--- config.mk ---
export PLATFORM = sky130hd
export DESIGN_NAME = load_store_unit
export DESIGN_NICKNAME = d
export VERILOG_FILES = /design/src/rtl/load_store_unit_pkg.sv /design/src/rtl/load_store_unit_extend.sv /design/src/rtl/load_store_unit.sv
export SDC_FILE = /design/constraint.sdc
export NUM_CORES = 1
export LEC_CHECK = 0
export CAP_MARGIN = 20
export CORE_ASPECT_RATIO = 0.8
export CORE_MARGIN = 5
export CORE_UTILIZATION = 46
export CTS_BUF_LIST = sky130_fd_sc_hd__clkbuf_8
export CTS_CLUSTER_DIAMETER = 100
export DETAILED_ROUTE_END_ITERATION = 10
export GPL_TIMING_DRIVEN = 0
export PLACE_DENSITY = 0.72
export REMOVE_ABC_BUFFERS = 1
export SYNTH_ARGS = -nofsm -noshare
export SYNTH_HDL_FRONTEND = slang
export SYNTH_HIERARCHICAL = 1
export SYNTH_SLANG_ARGS = --single-unit
--- constraint.sdc ---
create_clock -name clk -period 10.2 [get_ports clk]
set_clock_uncertainty 0.1 [all_clocks]
set_input_delay 1.02 -clock clk [delete_from_list [all_inputs] [get_ports clk]]
set_output_delay 1.02 -clock clk [all_outputs]
set_load 0.02 [all_outputs]
--- src/rtl/load_store_unit_pkg.sv ---
// Shared definitions for the load/store unit.
//   - Memory access-type encodings understood by the data memory block.
//   - RV32I load/store funct3 encodings.
//   - lsu_state_t FSM state encoding.
//   - Helpers that decode funct3 into access size, legality and memory access type.
package load_store_unit_pkg;

  // Memory access-type encodings (existing memory block contract).
  localparam logic [1:0] BYTE_MEM_ACCESS = 2'b00;
  localparam logic [1:0] HALF_MEM_ACCESS = 2'b01;
  localparam logic [1:0] WORD_MEM_ACCESS = 2'b10;

  // RV32I funct3 for loads.
  localparam logic [2:0] F3_LB  = 3'b000;
  localparam logic [2:0] F3_LH  = 3'b001;
  localparam logic [2:0] F3_LW  = 3'b010;
  localparam logic [2:0] F3_LBU = 3'b100;
  localparam logic [2:0] F3_LHU = 3'b101;
  // RV32I funct3 for stores.
  localparam logic [2:0] F3_SB  = 3'b000;
  localparam logic [2:0] F3_SH  = 3'b001;
  localparam logic [2:0] F3_SW  = 3'b010;

  typedef enum logic [1:0] {
    IDLE   = 2'd0,
    ACCESS = 2'd1,
    SPLIT  = 2'd2,
    RESP   = 2'd3
  } lsu_state_t;

  // Access size minus one, in bytes: 0 = byte, 1 = half, 3 = word.
  // Doubles as the index of the last beat of a split access.
  function automatic logic [1:0] f3_size_m1(input logic [2:0] f3);
    case (f3[1:0])
      2'b00:   f3_size_m1 = 2'd0;
      2'b01:   f3_size_m1 = 2'd1;
      default: f3_size_m1 = 2'd3;
    endcase
  endfunction

  function automatic logic [1:0] f3_mem_type(input logic [2:0] f3);
    case (f3[1:0])
      2'b00:   f3_mem_type = BYTE_MEM_ACCESS;
      2'b01:   f3_mem_type = HALF_MEM_ACCESS;
      default: f3_mem_type = WORD_MEM_ACCESS;
    endcase
  endfunction

  function automatic logic f3_legal(input logic write, input logic [2:0] f3);
    if (write)
      f3_legal = (f3 == F3_SB) || (f3 == F3_SH) || (f3 == F3_SW);
    else
      f3_legal = (f3 == F3_LB) || (f3 == F3_LH) || (f3 == F3_LW) ||
                 (f3 == F3_LBU) || (f3 == F3_LHU);
  endfunction

endpackage

--- src/rtl/load_store_unit_extend.sv ---
// load_extend: combinational sign/zero extension of an assembled read word.
// Ports:
//   funct3_i  load funct3 (LB/LH sign-extend, LBU/LHU zero-extend, LW pass)
//   data_i    assembled little-endian read data, meaningful bytes at the bottom
//   data_o    extended result
module load_extend
  import load_store_unit_pkg::*;
(
  input  logic [2:0]  funct3_i,
  input  logic [31:0] data_i,
  output logic [31:0] data_o
);

  always_comb begin
    data_o = data_i;
    case (funct3_i)
      F3_LB:   data_o = {{24{data_i[7]}}, data_i[7:0]};
      F3_LH:   data_o = {{16{data_i[15]}}, data_i[15:0]};
      F3_LBU:  data_o = {24'h0, data_i[7:0]};
      F3_LHU:  data_o = {16'h0, data_i[15:0]};
      default: data_o = data_i;
    endcase
  end

endmodule

--- src/rtl/load_store_unit.sv ---
// load_store_unit: turns an execute-stage load/store request into memory port
// transactions and returns one registered response pulse per request.
//
// Ports:
//   clk, rst_n              clock, asynchronous active-low reset
//   req_valid/req_ready     request handshake; req_write, req_funct3,
//                           req_addr, req_wdata describe the access
//   rsp_valid               one-cycle response pulse (no backpressure)
//   rsp_rdata, rsp_fault    extended load data / access fault
//   mem_*                   registered memory port; mem_data_out is the
//                           memory's combinational, zero-extended read data
//
// Handshake: a request transfers on a posedge where req_valid && req_ready;
// req_ready is high only in IDLE, so at most one request is in flight and its
// response pulses before the next one can be accepted.
//
// Build option: defining MISALIGN_TRAP_EN makes misaligned half/word accesses
// fault instead of being split into byte beats; the SPLIT path is then absent.
module load_store_unit
  import load_store_unit_pkg::*;
#(
  parameter int DATA_WIDTH = 32,
  parameter int WORDS      = 1024
) (
  input  logic                  clk,
  input  logic                  rst_n,
  input  logic                  req_valid,
  output logic                  req_ready,
  input  logic                  req_write,
  input  logic [2:0]            req_funct3,
  input  logic [DATA_WIDTH-1:0] req_addr,
  input  logic [DATA_WIDTH-1:0] req_wdata,
  output logic                  rsp_valid,
  output logic [DATA_WIDTH-1:0] rsp_rdata,
  output logic                  rsp_fault,
  output logic [DATA_WIDTH-1:0] mem_addr,
  output logic [DATA_WIDTH-1:0] mem_data_in,
  output logic                  mem_write,
  output logic                  mem_read,
  output logic [1:0]            mem_access_type,
  input  logic [DATA_WIDTH-1:0] mem_data_out
);

  localparam logic [DATA_WIDTH-1:0] ADDR_LIMIT = DATA_WIDTH'(WORDS * 4);

  lsu_state_t            state_q, state_d;
  logic                  write_q, write_d;
  logic [2:0]            funct3_q, funct3_d;
  logic                  fault_q, fault_d;
  logic [DATA_WIDTH-1:0] asm_q, asm_d;
  logic [DATA_WIDTH-1:0] mem_addr_q, mem_addr_d;
  logic [DATA_WIDTH-1:0] mem_data_in_q, mem_data_in_d;
  logic                  mem_write_q, mem_write_d;
  logic                  mem_read_q, mem_read_d;
  logic [1:0]            mem_type_q, mem_type_d;
`ifndef MISALIGN_TRAP_EN
  logic [DATA_WIDTH-1:0] addr_q, addr_d;
  logic [DATA_WIDTH-1:0] wdata_q, wdata_d;
  logic [1:0]            beat_q, beat_d;
  logic [1:0]            next_beat;
`endif

  // Request decode, evaluated against the live request at accept time.
  logic [1:0]            req_size_m1;
  logic [DATA_WIDTH-1:0] req_last;
  logic                  req_misal;
  logic                  req_fault;
  logic [DATA_WIDTH-1:0] req_wmask;

  assign req_size_m1 = f3_size_m1(req_funct3);
  // Last byte touched; a wrapped sum is still caught because req_addr itself
  // must then be at or beyond the limit.
  assign req_last    = req_addr + DATA_WIDTH'(req_size_m1);
  assign req_misal   = ((req_size_m1 == 2'd1) && req_addr[0]) ||
                       ((req_size_m1 == 2'd3) && (req_addr[1:0] != 2'b00));

  always_comb begin
    req_fault = !f3_legal(req_write, req_funct3) ||
                (req_addr >= ADDR_LIMIT) || (req_last >= ADDR_LIMIT);
`ifdef MISALIGN_TRAP_EN
    req_fault = req_fault || req_misal;
`endif
  end

  always_comb begin
    case (req_size_m1)
      2'd0:    req_wmask = {24'h0, req_wdata[7:0]};
      2'd1:    req_wmask = {16'h0, req_wdata[15:0]};
      default: req_wmask = req_wdata;
    endcase
  end

`ifndef MISALIGN_TRAP_EN
  assign next_beat = beat_q + 2'd1;
`endif

  always_comb begin
    state_d       = state_q;
    write_d       = write_q;
    funct3_d      = funct3_q;
    fault_d       = fault_q;
    asm_d         = asm_q;
    mem_addr_d    = mem_addr_q;
    mem_data_in_d = mem_data_in_q;
    mem_write_d   = mem_write_q;
    mem_read_d    = mem_read_q;
    mem_type_d    = mem_type_q;
`ifndef MISALIGN_TRAP_EN
    addr_d        = addr_q;
    wdata_d       = wdata_q;
    beat_d        = beat_q;
`endif
    case (state_q)
      IDLE: begin
        if (req_valid) begin
          write_d  = req_write;
          funct3_d = req_funct3;
          fault_d  = req_fault;
          asm_d    = '0;
`ifndef MISALIGN_TRAP_EN
          addr_d   = req_addr;
          wdata_d  = req_wdata;
`endif
          if (req_fault) begin
            state_d = RESP;
`ifndef MISALIGN_TRAP_EN
          end else if (req_misal) begin
            state_d       = SPLIT;
            beat_d        = 2'd0;
            mem_addr_d    = req_addr;
            mem_type_d    = BYTE_MEM_ACCESS;
            mem_read_d    = !req_write;
            mem_write_d   = req_write;
            mem_data_in_d = req_write ? {24'h0, req_wdata[7:0]} : '0;
`endif
          end else begin
            state_d       = ACCESS;
            mem_addr_d    = req_addr;
            mem_type_d    = f3_mem_type(req_funct3);
            mem_read_d    = !req_write;
            mem_write_d   = req_write;
            mem_data_in_d = req_write ? req_wmask : '0;
          end
        end
      end
      ACCESS: begin
        if (!write_q) asm_d = mem_data_out;
        mem_read_d  = 1'b0;
        mem_write_d = 1'b0;
        state_d     = RESP;
      end
`ifndef MISALIGN_TRAP_EN
      SPLIT: begin
        // Byte beat k lands in assembly bits [8k+7:8k] (little-endian).
        if (!write_q) asm_d[8*beat_q +: 8] = mem_data_out[7:0];
        if (beat_q == f3_size_m1(funct3_q)) begin
          mem_read_d  = 1'b0;
          mem_write_d = 1'b0;
          state_d     = RESP;
        end else begin
          beat_d        = next_beat;
          mem_addr_d    = addr_q + DATA_WIDTH'(next_beat);
          mem_data_in_d = write_q ? {24'h0, wdata_q[8*next_beat +: 8]} : '0;
        end
      end
`endif
      RESP:    state_d = IDLE;
      default: state_d = IDLE;
    endcase
  end

  always_ff @(posedge clk or negedge rst_n) begin
    if (!rst_n) begin
      state_q       <= IDLE;
      write_q       <= 1'b0;
      funct3_q      <= 3'b000;
      fault_q       <= 1'b0;
      asm_q         <= '0;
      mem_addr_q    <= '0;
      mem_data_in_q <= '0;
      mem_write_q   <= 1'b0;
      mem_read_q    <= 1'b0;
      mem_type_q    <= WORD_MEM_ACCESS;
`ifndef MISALIGN_TRAP_EN
      addr_q        <= '0;
      wdata_q       <= '0;
      beat_q        <= 2'd0;
`endif
    end else begin
      state_q       <= state_d;
      write_q       <= write_d;
      funct3_q      <= funct3_d;
      fault_q       <= fault_d;
      asm_q         <= asm_d;
      mem_addr_q    <= mem_addr_d;
      mem_data_in_q <= mem_data_in_d;
      mem_write_q   <= mem_write_d;
      mem_read_q    <= mem_read_d;
      mem_type_q    <= mem_type_d;
`ifndef MISALIGN_TRAP_EN
      addr_q        <= addr_d;
      wdata_q       <= wdata_d;
      beat_q        <= beat_d;
`endif
    end
  end

  logic [DATA_WIDTH-1:0] ext_data;

  load_extend u_extend (
    .funct3_i (funct3_q),
    .data_i   (asm_q),
    .data_o   (ext_data)
  );

  // Response fields decode straight from registered state, so the pulse is
  // glitch-free and lasts exactly the RESP cycle.
  assign req_ready       = (state_q == IDLE);
  assign rsp_valid       = (state_q == RESP);
  assign rsp_fault       = (state_q == RESP) && fault_q;
  assign rsp_rdata       = ((state_q == RESP) && !write_q && !fault_q) ? ext_data : '0;
  assign mem_addr        = mem_addr_q;
  assign mem_data_in     = mem_data_in_q;
  assign mem_write       = mem_write_q;
  assign mem_read        = mem_read_q;
  assign mem_access_type = mem_type_q;

endmodule

==> metrics.md <==
| Metric | Value |
|---|---|
| Post-synthesis register bit count | 173 |
| Routed vias | 7734 |
| Clk slew on worst S/H paths | 100 ps |
| Int Pwr | 2.00 mW |
| Worst R2R End | mem_addr[30] |
| Crit path kind | reg2reg |
| Clock Tree Buf Depth | 2 |
| Overall routed net length | 26300 um |
| IR drop worst, VDD | 0.000165 V |
| R2R setup slack | 5330 ps |
| Post-CTS Resized | 0 |
| Die X-Extent | 171 um |
| Top cell type's share of synthesized area | 0.452 |
| Fraction of the cycle the final worst path needs | 0.477 |
| N_diodes | 0 |
| Postcts setup bufs | 0 |
| CTS buffer count | 17 |
| Fmax | 205 MHz |
| Fin crit period | 4870 ps |
| EDFF count, synth | 0 |
| Net Sw Frac | 0.418 |
| CTS tree | built |
| Starting Density | 0.464 |
| First-pass GRT wire length | 42200 um |
| Final setup violation count | 0 |
| Layout cells sized above 1 | 0.152 |
| Core area | 20500 um2 |
| Seq/Total Area, Yosys | 0.454 |
| Max cap viols | 0 |
| GRT Resource Usage Total | 0.221 |
| Mapped Cells | 951 |
| Slew HR | 0.268 |
| 1st-iter DRT viols | 590 |
| Warnings from Yosys | 6 |
| Final-stage net count | 1233 |
| Crit Path Max Fanout | 19 |
| Top Family by Delay on Critical Path | simple AND/OR/NAND/NOR gates |
| HP Class | in2async |
| Router iterations before antenna repair | 4 |
| Status | finished, final reports clean |
| Uppermost routed layer | met5 |
| Port bufs | 205 |
| Via density | 5.54 |
| Post-DP Area | 11800 um2 |
| Worst-margin pin slew | 1100 ps |
| # hold bufs at CTS | 0 |
| Die Ht | 139 um |
| Bufs and invs on worst path | 1 |
| Syn Area/Cell | 10.0 um2 |
| Post-synth cell types | 57 |
| Worst reg2reg path depth | 8 |
| Final core utilization | 0.593 |
| M1 WL | 12100 um |
| Remaining global-route overflow | 0 |
| Crit end category | flop |
| Rows | 47 |
| WL/cell | 18.8 um |
| Clock Sinks | 173 |
| Logic pwr share | 0.482 |
| Fin area | 12200 um2 |
| Hold slack | 359 ps |
| Final Power | 3.44 mW |
| # IOs | 206 |
| Power Density | 283 nW/um2 |
| Fill count | 1799 |
| Psw | 1.44 mW |
| HPWL after DPL | 18200 um |
| Syn Std Cell Area | 9530 um2 |
| WP data arrival | 5180 ps |
| Largest net degree at the start of global routing | 117 |
| GP Congestion | 0.832 |
| Clk root buf | clkbuf_8 |
| Fraction of registers with async set/reset | 1.00 |
| Yosys top cell by area | dfrtp_1 |
| Slowest cell on the critical path | dfrtp_1 |
| Met3 WL | 2410 um |
| Setup slack after layout | 5330 ps |
| Worst-Skew Late Latency | 460 ps |
| Number of global-route vias before repair | 7704 |
| Sequential share of power | 0.380 |
| Clock share of power | 0.137 |
| RSZ-0062 raised after global routing | no |
| H-tree levels | 4 |
| Critical Path RT | 10510 ps |
| CP Launch Type | flop |
| Layout area overhead | 27.8% |
| Worst path max stage delay | 1000 ps |
| Synth Flop Type | dfrtp_1 |
| Routed wl met2 | 11500 um |
| Die area | 23700 um2 |
| Initial antenna violation count | 1 |
| Main area contributors after synthesis | dfrtp_1 (45%), mux2_2 (12%), a21oi_1 (3.6%), nand2_1 (3.5%), o21ai_0 (3.4%) |
| Slew Limit Fails | 0 |
| Antenna Violating Nets Remaining | 0 |
| Worst r2r src | beat_q[0] |
| Pleak | 4.88 nW |
| Worst-path cell chain | inv_1 > ha_1 > fa_1 > and4_1 > or4b_1 > or4_1 > a31oi_1 > mux2_2 |
| # DRC | 0 |
| Pre-CTS WS | 5270 ps |
| Hold Fails Final Rpt | 0 |
state kept, by name, indices dropped and copies added (netlist names):
| register | count |
|---|---|
| mem_data_in | 32 |
| addr_q | 32 |
| mem_read | 1 |
| beat_q | 2 |
| write_q | 1 |
| asm_q | 32 |
| mem_addr | 32 |
| mem_access_type | 2 |
| wdata_q | 32 |
| fault_q | 1 |
| state_q | 2 |
| funct3_q | 3 |
| mem_write | 1 |
per-stage QoR:
step,setup TNS [ps],cells
after global routing,0,1397
after CTS,0,1395
after floorplan,0,881
after global placement,-279100,1355
after detailed placement,0,1363
final,0,1397
layout make-up:
cell class / count / area [um2] / share of cell area
Tap cell: 269 / 337 / 0.0276
Sequential cell: 173 / 4330 / 0.356
Clock buffer: 17 / 234 / 0.0192
Multi-Input combinational cell: 673 / 4760 / 0.391
Timing Repair Buffer: 215 / 2230 / 0.184
Inverter: 35 / 131 / 0.0108
Clock inverter: 15 / 144 / 0.0118
per-layer routing:
metal  global-route usage  vias to the layer above
met2                0.323                      250
met4               0.0475                        2
met5                    0                        -
met1                0.317                     3773
met3               0.0826                       24
li1                     -                     3685
power by group through the flow:
| stage | sequential, mW | combinational [mW] | clock [mW] |
|---|---|---|---|
| 6_report | 1.31 | 1.66 | 0.472 |
| 5_1_grt | 1.37 | 1.81 | 0.519 |
| 4_1_cts | 1.31 | 1.65 | 0.488 |
| 3_5_place_dp | 1.32 | 1.65 | 0 |
| 3_3_place_gp | 1.30 | 1.62 | 0 |
| 2_1_floorplan | 1.39 | 0.915 | 0 |
how the worst max path moves through the flow:
stage | from | end | slack [ps] | cells past startpoint
3_5_place_dp | req_funct3[1] | mem_data_in[11] | 5270 | 12
3_3_place_gp | state_q[0] | mem_data_in[0] | -4470 | 7
2_1_floorplan | state_q[0] | mem_addr[0] | 270 | 7
4_1_cts | beat_q[0] | mem_addr[30] | 5270 | 8
6_report | beat_q[0] | mem_addr[30] | 5330 | 8
5_1_grt | beat_q[0] | mem_addr[30] | 5040 | 8
synthesized netlist by cell type, types with 14 or more instances:
library cell	instances
nand2_1	90
ha_1	14
clkbuf_1	43
nand4_1	17
dfrtp_1	172
mux2i_1	25
a31oi_1	17
mux2_2	104
nor2_1	60
and2_1	37
nor2b_1	28
o21ai_0	64
a21oi_1	68
buf_4	14
nand3_1	17
inv_1	34
kinds of logic after synthesis:
logic type / Yosys count / share of synthesized area
AO/OA/AOI/OAI: 187 / 0.116
XOR/XNOR: 16 / 0.0147
adder cells (fa/ha/maj): 15 / 0.0205
buffers and inverters: 105 / 0.0503
flip-flops: 173 / 0.454
multiplexers: 143 / 0.175
AND/OR/NAND/NOR: 312 / 0.169
cells in the final DEF, fill, tap and decap left out, drive strengths merged, types with 18 or more instances in the layout:
cell type / count
o21ai: 65
mux2: 109
dfrtp: 172
nor2b: 28
clkdlybuf4s50: 204
nand4: 18
and2: 37
a21oi: 68
nand2: 90
mux2i: 26
inv: 42
nor2: 60
Power figures use the tool's default switching activity.
